===== config.mk =====
export PLATFORM = sky130hd
export DESIGN_NAME = run_sequencer
export DESIGN_NICKNAME = d
export VERILOG_FILES = /design/src/rtl/run_sequencer_pkg.sv /design/src/rtl/run_sequencer_step_timer.sv /design/src/rtl/run_sequencer.sv
export SDC_FILE = /design/constraint.sdc
export NUM_CORES = 1
export LEC_CHECK = 0
export ABC_AREA = 1
export ABC_CLOCK_PERIOD_IN_PS = 3000
export CORE_UTILIZATION = 45
export DETAILED_ROUTE_END_ITERATION = 6
export PLACE_DENSITY = 0.73
export SYNTH_ARGS = -nofsm -noshare
export SYNTH_HDL_FRONTEND = slang
export SYNTH_SLANG_ARGS = --single-unit

===== constraint.sdc =====
create_clock -name clkus -period 3 [get_ports clkus]
set_input_delay 0.9 -clock clkus [delete_from_list [all_inputs] [get_ports clkus]]
set_output_delay 0.9 -clock clkus [all_outputs]
set_load 0.03 [all_outputs]

===== src/rtl/run_sequencer_pkg.sv =====
// Shared definitions for the run sequencer: state encodings, LED step codes
// and the 1 us timebase constants also used by the track/u-turn block.
package run_sequencer_pkg;

  typedef enum logic [3:0] {
    S_IDLE    = 4'd0,
    S_TRACK   = 4'd1,
    S_BRAKE   = 4'd2,
    S_UTURN   = 4'd3,
    S_REVERSE = 4'd4,
    S_FBRAKE  = 4'd5,
    S_GAP     = 4'd6,
    S_DONE    = 4'd7,
    S_FAULT   = 4'd8
  } state_t;

  localparam logic [2:0] STEP_IDLE    = 3'd0;
  localparam logic [2:0] STEP_TRACK   = 3'd1;
  localparam logic [2:0] STEP_BRAKE   = 3'd2;
  localparam logic [2:0] STEP_UTURN   = 3'd3;
  localparam logic [2:0] STEP_REVERSE = 3'd4;
  localparam logic [2:0] STEP_FBRAKE  = 3'd5;
  localparam logic [2:0] STEP_GAP     = 3'd6;
  localparam logic [2:0] STEP_END     = 3'd7;

  localparam int unsigned CYCLES_PER_US   = 1;
  localparam int unsigned CYCLES_PER_MS   = 1000 * CYCLES_PER_US;
  localparam int unsigned CYCLES_PER_S    = 1000 * CYCLES_PER_MS;
  localparam int unsigned GAP_DEFAULT     = CYCLES_PER_MS;
  localparam int unsigned TIMEOUT_DEFAULT = 20 * CYCLES_PER_S;
  localparam int unsigned TO_W_DEFAULT    = 25;

  // DONE and FAULT share the LED code; the fault output tells them apart.
  function automatic logic [2:0] step_code(input state_t s);
    logic [2:0] c;
    c = STEP_IDLE;
    case (s)
      S_TRACK:         c = STEP_TRACK;
      S_BRAKE:         c = STEP_BRAKE;
      S_UTURN:         c = STEP_UTURN;
      S_REVERSE:       c = STEP_REVERSE;
      S_FBRAKE:        c = STEP_FBRAKE;
      S_GAP:           c = STEP_GAP;
      S_DONE, S_FAULT: c = STEP_END;
      default:         c = STEP_IDLE;
    endcase
    return c;
  endfunction

  function automatic logic [3:0] sat_inc4(input logic [3:0] v);
    return (v == 4'hf) ? v : v + 4'd1;
  endfunction

endpackage


===== src/rtl/run_sequencer_step_timer.sv =====
// Loadable down-counter: load wins over decrement, clear wins over load.
// expired is high whenever the count sits at zero.
module step_timer #(
  parameter int unsigned W = 25
) (
  input  logic         clk,
  input  logic         rst,
  input  logic         clear,
  input  logic         load,
  input  logic         en,
  input  logic [W-1:0] load_val,
  output logic         expired
);

  logic [W-1:0] count;

  always_ff @(posedge clk or posedge rst) begin
    if (rst) begin
      count <= '0;
    end else if (clear) begin
      count <= '0;
    end else if (load) begin
      count <= load_val;
    end else if (en && (count != '0)) begin
      count <= count - 1'b1;
    end
  end

  assign expired = (count == '0);

endmodule


===== src/rtl/run_sequencer.sv =====
// Mission sequencer: walks the datapath through track/brake/u-turn laps and the
// final reverse/forward-brake, one enable at a time, with quiet gaps between.
//
//   state   | meaning
//   IDLE    | waiting for a start edge, nothing enabled
//   TRACK   | line tracking until end_of_track
//   BRAKE   | braking until brake_finished
//   UTURN   | u-turn until uturn_finished, then lap count advances
//   REVERSE | reversing until reverse_finished
//   FBRAKE  | forward brake until fbrake_finished
//   GAP     | all enables low, wait GAP cycles and for all flags to clear
//   DONE    | run completed
//   FAULT   | a step or gap exceeded STEP_TIMEOUT
module run_sequencer
  import run_sequencer_pkg::*;
#(
  parameter int unsigned LAPS         = 2,
  parameter int unsigned STEP_TIMEOUT = TIMEOUT_DEFAULT,
  parameter int unsigned GAP          = GAP_DEFAULT,
  parameter int unsigned TO_W         = TO_W_DEFAULT
) (
  input  logic       clkus,
  input  logic       rst,
  input  logic       start,
  input  logic       abort,
  input  logic       end_of_track,
  input  logic       uturn_finished,
  input  logic       brake_finished,
  input  logic       reverse_finished,
  input  logic       fbrake_finished,
  output logic       en_tracking,
  output logic       en_uturn,
  output logic       en_brake,
  output logic       en_reverse,
  output logic       en_fbrake,
  output logic       busy,
  output logic       done,
  output logic       fault,
  output logic [3:0] lap_cnt,
  output logic [2:0] step
);

  localparam logic [TO_W-1:0] TO_LOAD  = TO_W'(STEP_TIMEOUT - 1);
  localparam logic [TO_W-1:0] GAP_LOAD = TO_W'(GAP - 1);
  localparam logic [3:0]      LAPS_L   = 4'(LAPS);

  state_t     state, state_nx, ret, ret_nx;
  logic [3:0] lap_nx;
  logic       start_low_q, start_rise;
  logic       gap_expired, to_expired, flags_clear, in_step, entering;
  logic       en_tracking_d, en_uturn_d, en_brake_d, en_reverse_d, en_fbrake_d;
  logic       busy_d, done_d, fault_d;
  logic [2:0] step_d;

  // start_low_q resets to 0, so a start held high through reset is not an edge
  assign start_rise  = start & start_low_q;
  assign flags_clear = ~(end_of_track | uturn_finished | brake_finished |
                         reverse_finished | fbrake_finished);
  assign in_step     = state inside {S_TRACK, S_BRAKE, S_UTURN, S_REVERSE, S_FBRAKE};
  assign entering    = (state_nx != state);

  step_timer #(.W(TO_W)) u_gap_timer (
    .clk      (clkus),
    .rst      (rst),
    .clear    (abort),
    .load     (entering && (state_nx == S_GAP)),
    .en       (state == S_GAP),
    .load_val (GAP_LOAD),
    .expired  (gap_expired)
  );

  // In GAP the timeout only runs once the quiet period is over, bounding the flag-clear wait.
  step_timer #(.W(TO_W)) u_timeout_timer (
    .clk      (clkus),
    .rst      (rst),
    .clear    (abort),
    .load     (entering),
    .en       (in_step || ((state == S_GAP) && gap_expired)),
    .load_val (TO_LOAD),
    .expired  (to_expired)
  );

  always_ff @(posedge clkus or posedge rst) begin
    if (rst) begin
      state       <= S_IDLE;
      ret         <= S_IDLE;
      lap_cnt     <= '0;
      start_low_q <= 1'b0;
      en_tracking <= 1'b0;
      en_uturn    <= 1'b0;
      en_brake    <= 1'b0;
      en_reverse  <= 1'b0;
      en_fbrake   <= 1'b0;
      busy        <= 1'b0;
      done        <= 1'b0;
      fault       <= 1'b0;
      step        <= STEP_IDLE;
    end else begin
      state       <= state_nx;
      ret         <= ret_nx;
      lap_cnt     <= lap_nx;
      start_low_q <= ~start;
      en_tracking <= en_tracking_d;
      en_uturn    <= en_uturn_d;
      en_brake    <= en_brake_d;
      en_reverse  <= en_reverse_d;
      en_fbrake   <= en_fbrake_d;
      busy        <= busy_d;
      done        <= done_d;
      fault       <= fault_d;
      step        <= step_d;
    end
  end

  // Completion flags are tested before the timeout so a flag on the expiry cycle wins.
  always_comb begin
    state_nx = state;
    ret_nx   = ret;
    lap_nx   = lap_cnt;
    case (state)
      S_IDLE, S_DONE, S_FAULT: begin
        if (start_rise) begin
          state_nx = S_TRACK;
          lap_nx   = '0;
        end
      end
      S_TRACK: begin
        if (end_of_track) begin
          state_nx = S_GAP;
          ret_nx   = S_BRAKE;
        end else if (to_expired) begin
          state_nx = S_FAULT;
        end
      end
      S_BRAKE: begin
        if (brake_finished) begin
          state_nx = S_GAP;
          ret_nx   = S_UTURN;
        end else if (to_expired) begin
          state_nx = S_FAULT;
        end
      end
      S_UTURN: begin
        if (uturn_finished) begin
          lap_nx   = sat_inc4(lap_cnt);
          state_nx = S_GAP;
          ret_nx   = (lap_nx < LAPS_L) ? S_TRACK : S_REVERSE;
        end else if (to_expired) begin
          state_nx = S_FAULT;
        end
      end
      S_REVERSE: begin
        if (reverse_finished) begin
          state_nx = S_GAP;
          ret_nx   = S_FBRAKE;
        end else if (to_expired) begin
          state_nx = S_FAULT;
        end
      end
      S_FBRAKE: begin
        if (fbrake_finished) begin
          state_nx = S_GAP;
          ret_nx   = S_DONE;
        end else if (to_expired) begin
          state_nx = S_FAULT;
        end
      end
      S_GAP: begin
        if (gap_expired) begin
          if (flags_clear) begin
            state_nx = ret;
          end else if (to_expired) begin
            state_nx = S_FAULT;
          end
        end
      end
      default: state_nx = S_IDLE;
    endcase
    if (abort) begin
      state_nx = S_IDLE;
      lap_nx   = lap_cnt;
    end
  end

  always_comb begin
    en_tracking_d = 1'b0;
    en_uturn_d    = 1'b0;
    en_brake_d    = 1'b0;
    en_reverse_d  = 1'b0;
    en_fbrake_d   = 1'b0;
    case (state_nx)
      S_TRACK:   en_tracking_d = 1'b1;
      S_BRAKE:   en_brake_d    = 1'b1;
      S_UTURN:   en_uturn_d    = 1'b1;
      S_REVERSE: en_reverse_d  = 1'b1;
      S_FBRAKE:  en_fbrake_d   = 1'b1;
      default:   ;
    endcase
    busy_d  = !(state_nx inside {S_IDLE, S_DONE, S_FAULT});
    done_d  = (state_nx == S_DONE);
    fault_d = (state_nx == S_FAULT);
    step_d  = step_code(state_nx);
  end

endmodule


# Word level (Yosys, flattened, before mapping)
# Memories as Yosys holds them, arrays and structs flattened. A register that Yosys moved wholly into a read port is not among the register bits.
# Index checks and enable logic that the tools add are counted.
# Widths: inputs -> output; s select.
[word_totals]
regBits = 71
rom_bits = 48
input_bits = 9
out_inout_bits = 15
n_memories = 1
[mem_list]
columns = ["memory", "depth", "word_bits", "rd", "rd_clocked_by_memory_dff", "write_ports", "line_no", "text"]
rows = [
  ["(no name shown)", 16, 3, 1, 1, 0, "run_sequencer_pkg.sv:37", "case (s)"],
]
[classes]
n_addsub = 3
magnitude_cmp = 1
n_eq_ne = 24
muxes = 33
bitwise_logic = 7
reduce_logical = 20
[ops]
columns = ["cell", "n"]
rows = [
  ["$mux 25", 6],
  ["$mux 4", 18],
  ["$logic_not 25->1", 2],
  ["$reduce_bool 25->1", 2],
  ["$sub 25x1->25 const B", 2],
  ["$eq 4x3->1 const B", 8],
  ["$pmux 4 s7", 1],
  ["$pmux 4 s5", 1],
  ["$eq 4x2->1 const B", 4],
  ["$eq 4x4->1 const B", 3],
  ["$ne 2x2->1 const B", 6],
  ["$reduce_bool 3->1", 3],
  ["$eq 4x1->1 const B", 2],
  ["$logic_not 4->1", 2],
  ["$pmux 4 s2", 1],
  ["$reduce_and 6->1", 1],
  ["$mux 1", 5],
  ["$reduce_bool 5->1", 1],
  ["$add 4x1->4 const B", 1],
  ["$logic_and 1x1->1", 4],
  ["$lt 4x2->1 const B", 1],
  ["$ne 4x4->1", 1],
  ["$or 1x1->1", 4],
  ["$reduce_and 4->1", 1],
  ["7 further kinds", 8],
]

# Longest topological paths before layout
# Gate-level depths: netlist of the first run.
[depth]
ltp_word = 12
ltp_mapped = 22
ltp_nobuf = 21

# Hierarchy
# Synthesis of the first run repeated with hierarchy kept, for this count alone.
[unflattened]
cells_unflattened = 835
hier_area_um2 = 5611.6
[modules_own_cells]
columns = ["mod", "n_inst", "cells_each", "area_per_inst_um2", "seq_area_each_um2"]
rows = [
  ["step_timer (u_timeout_timer)", 1, 315, 2083.2, 625.6],
  ["step_timer (u_gap_timer)", 1, 309, 1976.9, 625.6],
  ["run_sequencer", 1, 211, 1551.5, 575.6],
]

# Worst setup path after synthesis of the first run
# OpenSTA, ideal clock, no wires.
[synth_timing]
kind = "input to register"
start = "input end_of_track"
end = "register u_gap_timer.count[7]"
setup_time_ns = 0.118
t_arrival_ns = 2.434
required_time_ns = 2.882
setup_slack_ns = 0.448
stages = 17
path_buffers = 1
path_cell_list = "nor3_1 -> nand3_1 -> nor2_1 -> nor2_1 -> nand2_1 -> nand2_1 -> nor2_2 -> nand2_2 -> nand2_4 -> nand2_2 -> nand2_2 -> nand3_4 -> nand2_4 -> buf_8 -> nand2_2 -> nand3_1 -> nand2_1"
[synth_via]
elab_chain_len = 12
elab_cells_between_ends = 15
classes_between = "2 x eq/ne; 7 x mux; 4 x bitwise; 2 x reduce/logical"
[synth_rtl]
columns = ["item", "line_no", "text"]
rows = [
  ["start, declared", "run_sequencer.sv:26", "input logic end_of_track,"],
  ["$or 1x1->1 (3 in a row)", "run_sequencer.sv:57", "assign flags_clear = ~(end_of_track | uturn_finished | brake_finished |"],
  ["$or 1x1->1", "run_sequencer.sv:58", "reverse_finished | fbrake_finished);"],
  ["$mux 4", "run_sequencer.sv:170", "if (flags_clear) begin"],
  ["$mux 4", "run_sequencer.sv:169", "if (gap_expired) begin"],
  ["$pmux 4 s7 *", "run_sequencer.sv:120", "case (state)"],
  ["$mux 4 *", "run_sequencer.sv:179", "if (abort) begin"],
  ["$ne 4x4->1 / $eq 4x3->1 (equally long branches)", "run_sequencer.sv:60, run_sequencer.sv:66", ""],
  ["$logic_and 1x1->1 *", "run_sequencer.sv:66", ".load (entering && (state_nx == S_GAP)),"],
  ["$mux 25", "run_sequencer_step_timer.sv:22", "end else if (load) begin"],
  ["$mux 25", "run_sequencer_step_timer.sv:20", "end else if (clear) begin"],
  ["end signal, assigned", "run_sequencer_step_timer.sv:23", "count <= load_val;"],
  ["end signal, assigned", "run_sequencer_step_timer.sv:25", "count <= count - 1'b1;"],
  ["end, declared", "run_sequencer_step_timer.sv:15", "logic [W-1:0] count;"],
]
# Mark *: on every way between the ends. The rest lies on a longest branch, timed or not.
# A chain may end at the register's enable or synchronous reset.

# Worst setup path in the final report of the first run
[layout_timing]
start = "input end_of_track"
end = "register u_timeout_timer.count[5]"
[layout_via]
elab_chain_len = 11
elab_cells_between_ends = 13
classes_between = "1 x eq/ne; 7 x mux; 4 x bitwise; 1 x reduce/logical"
[layout_rtl]
columns = ["item", "line_no", "text"]
rows = [
  ["$or 1x1->1 (3 in a row)", "run_sequencer.sv:57", ""],
  ["$or 1x1->1", "run_sequencer.sv:58", ""],
  ["$mux 4", "run_sequencer.sv:170", ""],
  ["$mux 4", "run_sequencer.sv:169", ""],
  ["$pmux 4 s7 *", "run_sequencer.sv:120", ""],
  ["$mux 4 *", "run_sequencer.sv:179", ""],
  ["$ne 4x4->1 *", "run_sequencer.sv:60", "assign entering = (state_nx != state);"],
  ["$mux 25", "run_sequencer_step_timer.sv:22", ""],
  ["$mux 25", "run_sequencer_step_timer.sv:20", ""],
  ["end signal, assigned", "run_sequencer_step_timer.sv:23", ""],
  ["end signal, assigned", "run_sequencer_step_timer.sv:25", ""],
  ["end, declared", "run_sequencer_step_timer.sv:15", ""],
]
# Marked as above.

==> impl_metrics.csv, run 1 <==
group,metric,value,unit
synthesis,ys_seq_area_share,38.93,%
pwr,ir_worst_vdd,0.5195,mV
synthesis,synth_top_cells_by_count,"103 x nand2_1, 87 x nor2_1, 73 x dfrtp_1",
worst_setup_path,cpMostUsedCell,"nand2_1",
global_routing,grt_max_degree,51,
clock_tree,clkLatencyLatePin,360,ps
placed_design,numPortBuffers,23,
global_routing,grt_first_pass_wirelength,18750,µm
synthesis,synth_top_flop_cell,"dfrtp_1",
sta,fin_crit,2852,ps
floorplan,fp.coreArea,9955,µm²
synthesis,synth_warnings,0,
worst_setup_path,crit_fanout,7,
placed_design,dpl.hpwl,7749,µm
cells_and_area,insertedDiodeCount,0,
worst_setup_path,cpPeakStageDelay,440,ps
sta,finalHoldViolations,0,
clock_tree,cts_tree,"built",
worst_setup_path,critPathCaptureType,"flip-flop",
floorplan,initial_core_util,47.13,%
synthesis,syn_area_per_cell,7.580,µm²
floorplan,io_pins,24,
worst_setup_path,cp_slowest_cell,"clkdlybuf4s50_1",
floorplan,die_area,10840,µm²
synthesis,syn_nets,632,
synthesis,synth-edff-count,0,
cells_and_area,final_nets,683,
cells_and_area,final_cell_count_no_fill,808,
synthesis,ys_ff_latch,73,
floorplan,std_cell_rows,36,
global_routing,grt_pass1_vias,4084,
clock_tree,h-tree-depth,3,
hold_path,hold_class,"reg2reg",
sta,worst_slew_pin_slew,532.7,ps
global_routing,grt-ovfl-total,0,
synthesis,synth_area_leader_cell,"dfrtp_1",
worst_setup_path,crit_path_start_kind,"primary input",
synthesis,yosysUniqueCellTypes,43,
sta,holdWs,494.5,ps
clock_tree,clockBufferDepth,2,
synthesis,ys_async_sr_fraction,100.0,%
worst_setup_path,cp_top_family,"buffers and inverters",
routing,vias,4267,
clock_tree,cts.sinks,73,
sta,slew_violations,0,
worst_setup_path,critPathBufInv,6,
clock_tree,cts.clk_slew.worst_paths,80,ps
clock_tree,ctsHoldBuffers,0,
synthesis,synth_area,4692,µm²
sta,setup_viol,0,
pwr,p_per_area,1094,nW/µm²
routing,drtAntennaViolNets,0,
status,status,"complete, no violations",
synthesis,synth_top_area_share,38.93,%
clock_tree,numCtsBuffers,9,
floorplan,die_w,104.1,µm
worst_setup_path,timing_worst_setup_path_type,"in2reg",
global_routing,antenna_found_initial,0,
placed_design,dp.cells,785,
synthesis,synth.area.top_cells,"dfrtp_1 39%, nand2_1 8.2%, nor2_1 7.0%",
routing,drc,0,
sta,fin_skew,10.25,ps
routing,wire_per_inst,13.40,µm
synthesis,syn_inst,619,
routing,firstDrtPassIters,5,
routing,drt_wl_total,10830,µm
pwr,leakagePower,2.847,nW
floorplan,die_h,104.1,µm
worst_setup_path,arrival,3130,ps
cells_and_area,layout-drive-gt1-share,16.74,%
job,max_cap_violations,0,
placed_design,gp_congestion,0.8631,
worst_setup_path,regToRegSetupSlack,280,ps
worst_setup_path,worstPathRequired,3280,ps
worst_setup_path,path_cells,"clkdlybuf4s50_1 > buf_4 > nor3_1 > nor2_1 > nand2_1 > inv_2 > o211ai_2 > buf_4 > nand2_2 > nand2_1 > nand2_1 > nor2_2 > nand3_4 > buf_12 > nor2_8 > buf_6 > nand3_1 > o21ai_1",
synthesis,yosysMostFrequentCell,"nand2_1",
routing,drt-initial-drc-count,203,
clock_tree,cts-root-buf,"clkbuf_8",
sta,fin_crit_sh,95.07,%
global_routing,grtUsageTotal,21.20,%
sta,relSlewSlack,64.45,%
routing,avgViaCountPerCell,5.281,
cells_and_area,area_growth,18.83,%
sta,fmax,350.6,MHz
-- through the flow --
step	power (W)	TNS, ps	instance area, µm²	worst slack (ps)	utilization (%)
2_1_floorplan	0.003982	0	4692	246.7	-
3_3_place_gp	0.004723	-6675	5221	-164.6	52.45
3_5_place_dp	0.004834	-9879	5221	-266.1	52.45
4_1_cts	0.005879	0	5487	112.8	55.12
5_1_grt	0.006622	-4.617	5575	-4.617	56.01
6_report	0.006101	0	5575	147.9	56.01
-- logic make-up after synthesis --
family | count (synthesis) | synth area share [%]
buffers and inverters | 86 | 7.893
DFF | 73 | 38.93
and+or+nand+nor | 358 | 37.63
xor gates and xnor gates | 40 | 7.467
AOI/OAI and AO/OA | 57 | 6.774
adders and majority gates | 4 | 1.067
muxes | 1 | 0.2400
-- per-layer routing --
metal / up-vias / wire length [µm] / global-route usage, %
li1: 2124 / - / -
met1: 2026 / 4956 / 27.89
met2: 107 / 5324 / 35.24
met3: 10 / 448 / 3.634
met4: 0 / 100 / 7.347
met5: - / 0 / 0
-- cell type report --
| type | instances | area, µm² |
|---|---|---|
| clock inverter | 7 | 141.4 |
| sequential | 73 | 1827 |
| multi-input combinational | 460 | 2505 |
| tap | 133 | 166.4 |
| timing repair buffer | 58 | 556.8 |
| inverter | 68 | 255.2 |
| clock buffer | 9 | 123.9 |
| fill | 902 | 4379 |
-- power breakdown --
group,total (W),internal [W],switching [W]
Combinational,0.00341,0.00143,0.00198
Clock,0.00102,0.000638,0.000383
Sequential,0.00167,0.00129,0.000381
-- tightest hold or removal path, delay by kind of cell (launching register included) --
| family | cells | cell delay (ps) |
|---|---|---|
| AND/OR/NAND/NOR | 1 | 50 |
| AO/OA/AOI/OAI | 1 | 60 |
| flip-flops | 1 | 340 |
-- flip-flops by register name (all words and copies together) (netlist names), 3 cells and up --
name / count
u_gap_timer.count: 25
u_timeout_timer.count: 25
lap_cnt: 4
state: 4
ret: 3
step: 3
-- cells in the final DEF (no fill, tap or decap), drive strengths merged, types with 3 or more instances in the layout --
cell type	instances
nand3	69
nor2	104
ha	4
bufinv	4
o21ai	28
nand4	28
dfrtp	73
clkbuf	10
nor3	20
inv	68
nor4	4
clkdlybuf4s50	21
a21boi	3
nand2	127
o31ai	3
buf	34
xnor2	21
a21oi	18
xor2	19
-- final timing paths --
| check | start | to | depth (start not counted) |
|---|---|---|---|
| worst max-delay path | end_of_track | u_timeout_timer.count[5] | 18 |
| worst min-delay path | ret[2] | ret[2] | 2 |
| worst max register to register | u_gap_timer.count[0] | u_timeout_timer.count[5] | 21 |
| worst min register to register | ret[2] | ret[2] | 2 |
| max in group asynchronous | rst | lap_cnt[0] | 3 |
| min in group asynchronous | rst | u_gap_timer.count[7] | 2 |
-- repair_timing --
item                                   4_1_cts  5_1_grt
setup endpoints to repair                    0       49
resized for setup                            0        8
setup buffers                                0        6
endpoints found under the hold margin        0        0
Power figures use the tool's default switching activity.
==> run 2, diff against run 1 <==
Settings changed: MAX_ROUTING_LAYER set to met4, SETUP_SLACK_MARGIN set to 0.05.
==> run 2 against run 1 <==
Cell count shrank 0.99%. Die area stayed put. Clock skew is essentially flat. Design area fell by 1.1%. Sequential cell count is the same. Critical path depth decreased by 1. First-iteration DRC count increased by 14%.
==> impl_metrics.csv, run 2 (synthesis gave the netlist of run 1 again) <==
group,metric,value,unit
global_routing,met1_usage,27.63,%
sta,setup_viol,0,
pwr,switching_share,46.32,%
clock_tree,postCtsSetupRepairBufs,0,
worst_setup_path,rr_worst_depth,21,
cells_and_area,layout_common_cells,"102 x nand2_1, 86 x nor2_1, 73 x dfrtp_1",
routing,avgViaCountPerCell,5.314,
sta,rsz0062_at_grt,"yes",
clock_tree,numCtsBuffers,9,
floorplan,std_cell_rows,36,
placed_design,gp_congestion,0.8895,
clock_tree,h-tree-depth,3,
sta,fin_crit_sh,92.21,%
cells_and_area,final_nets,676,
worst_setup_path,crit_fanout,14,
placed_design,numPortBuffers,23,
pwr,p_sw,0.002706,W
routing,drt-initial-drc-count,232,
global_routing,met2_usage,34.81,%
cells_and_area,reg_top3,"u_gap_timer.count x25, u_timeout_timer.count x25",
sta,tns,0,ps
pwr,p_per_area,1059,nW/µm²
clock_tree,cts-root-buf,"clkbuf_8",
placed_design,dpl.hpwl,7655,µm
global_routing,antenna_found_initial,0,
cells_and_area,final_common_cell,"nand2_1",
floorplan,initial_core_util,47.13,%
hold_path,hold_class,"reg2reg",
clock_tree,cts.clk_slew.worst_paths,70,ps
cells_and_area,multi_input_area,2526,µm²
global_routing,grt_first_pass_wirelength,18660,µm
pwr,p_seq_share,28.6,%
pwr,p_int,0.003136,W
routing,drc,0,
floorplan,fp.coreArea,9955,µm²
worst_setup_path,worstPathRequired,3270,ps
sta,fin_crit,2766,ps
sta,finalHoldViolations,0,
routing,drtAntennaViolNets,0,
global_routing,grt-ovfl-total,0,
global_routing,busiest_layer,"met2",
cells_and_area,regArea,1827,µm²
cells_and_area,fillers,906,
floorplan,die_area,10840,µm²
placed_design,placed_area,5206,µm²
hold_path,holdCritStartpoint,"ret[1]",
job,max_cap_violations,0,
sta,relSlewSlack,61.02,%
hold_path,min_delay_worst_endpoint,"ret[1]",
cells_and_area,area_growth,17.52,%
pwr,ir_worst_vdd,0.6610,mV
global_routing,grtUsageMet3,3.446,%
clock_tree,clockBufferDepth,2,
routing,drt_wl_total,10680,µm
routing,wire_per_inst,13.35,µm
worst_setup_path,critPathCaptureType,"flip-flop",
global_routing,grt_pass1_vias,4064,
worst_setup_path,crit_path_start_kind,"primary input",
clock_tree,cts.sinks,73,
worst_setup_path,arrival,3040,ps
pwr,p_clk_share,16.1,%
cells_and_area,layout-drive-gt1-share,15.89,%
routing,vias,4251,
sta,worst_slew_pin_slew,580.3,ps
pwr,combPwrFrac,55.3,%
worst_setup_path,r2r_end,"u_timeout_timer.count[10]",
routing,firstDrtPassIters,5,
worst_setup_path,regToRegSetupSlack,290,ps
global_routing,grt_max_degree,51,
pwr,leakagePower,2.796,nW
status,status,"complete, no violations",
sta,slew_violations,0,
hold_path,holdPathStages,2,
clock_tree,clkLatencyLatePin,350,ps
global_routing,grtUsageTotal,21.33,%
floorplan,io_pins,24,
cells_and_area,insertedDiodeCount,0,
sta,fmax,361.5,MHz
clock_tree,cts_tree,"built",
cells_and_area,post-route-cell-area,5514,µm²
worst_setup_path,timing.rr.start,"u_gap_timer.count[0]",
worst_setup_path,timing_worst_setup_path_type,"in2reg",
floorplan,die_w,104.1,µm
floorplan,die_h,104.1,µm
sta,fin_skew,10.09,ps
[run 2: cell count changes in the layout (fill, tap and decap cells not counted), moves of 2 or more]
cell             before  now
buf_4                30   23
clkdlybuf4s50_1      21   23
inv_2                 9    7
dlymetal6s2s_1        2    0
[run 2: how the worst max path moves through the flow]
stage,start,end,depth (start not counted)
5_1_grt,end_of_track,u_timeout_timer.count[20],17
6_report,end_of_track,u_timeout_timer.count[10],17
3_5_place_dp,brake_finished,u_timeout_timer.count[2],17
2_1_floorplan,rst,busy,1
4_1_cts,brake_finished,u_timeout_timer.count[10],17
3_3_place_gp,brake_finished,u_timeout_timer.count[24],15
[run 2: per-layer routing]
metal	up-vias	part of all wire (%)	wire, µm
met2	109	49	5218
met5	-	0	0
met3	10	4.3	459
li1	2111	-	-
met4	0	0.96	102
met1	2021	46	4895
[run 2: worst max-delay path: stages]
cell	delay, ps
clkdlybuf4s50_1	430
nor3_2	200
nand3_2	180
nor2_1	120
nor2_1	50
nand2_1	60
nand2_1	60
nor2_2	90
nand2_2	70
nand2_4	80
nand2_2	50
nand2_2	70
nand3_4	100
buf_12	170
nor2_8	160
nand2_4	90
o21ai_1	130
[run 2: cell type report]
class / count / area share, %
multi-input cells: 461 / 45.81
flip-flops and latches: 73 / 33.13
repair buffers: 50 / 8.986
inverters: 68 / 4.674
well taps: 133 / 3.018
clock buffers: 10 / 2.496
clock inverters: 5 / 1.883
[run 2: per-stage QoR]
step           hold slack (ps)  setup slack, ps  total power, W  cells  utilization [%]
2_1_floorplan            452.4            246.7        0.003982    619                -
3_3_place_gp             479.2           -136.3        0.004717    783            52.30
3_5_place_dp             478.9           -243.2        0.004823    783            52.30
4_1_cts                  498.1            127.2        0.005795    798            54.73
5_1_grt                  518.7            38.57        0.006338    800            55.39
6_report                 502.7            233.8        0.005842    800            55.39
[run 2: power by group through the flow]
stage               clock network, W  registers, W  logic (W)
finish                      0.000938       0.00167    0.00323
CTS                         0.000964       0.00166    0.00317
detailed placement                 0       0.00168    0.00314
global route                0.000993       0.00171    0.00363
floorplan                          0       0.00166    0.00233
global placement                   0       0.00166    0.00305
[run 2: timing repair]
action / CTS / global route
hold buffers: 0 / 0
setup endpoints to repair: 0 / 49
resized for setup: 0 / 7
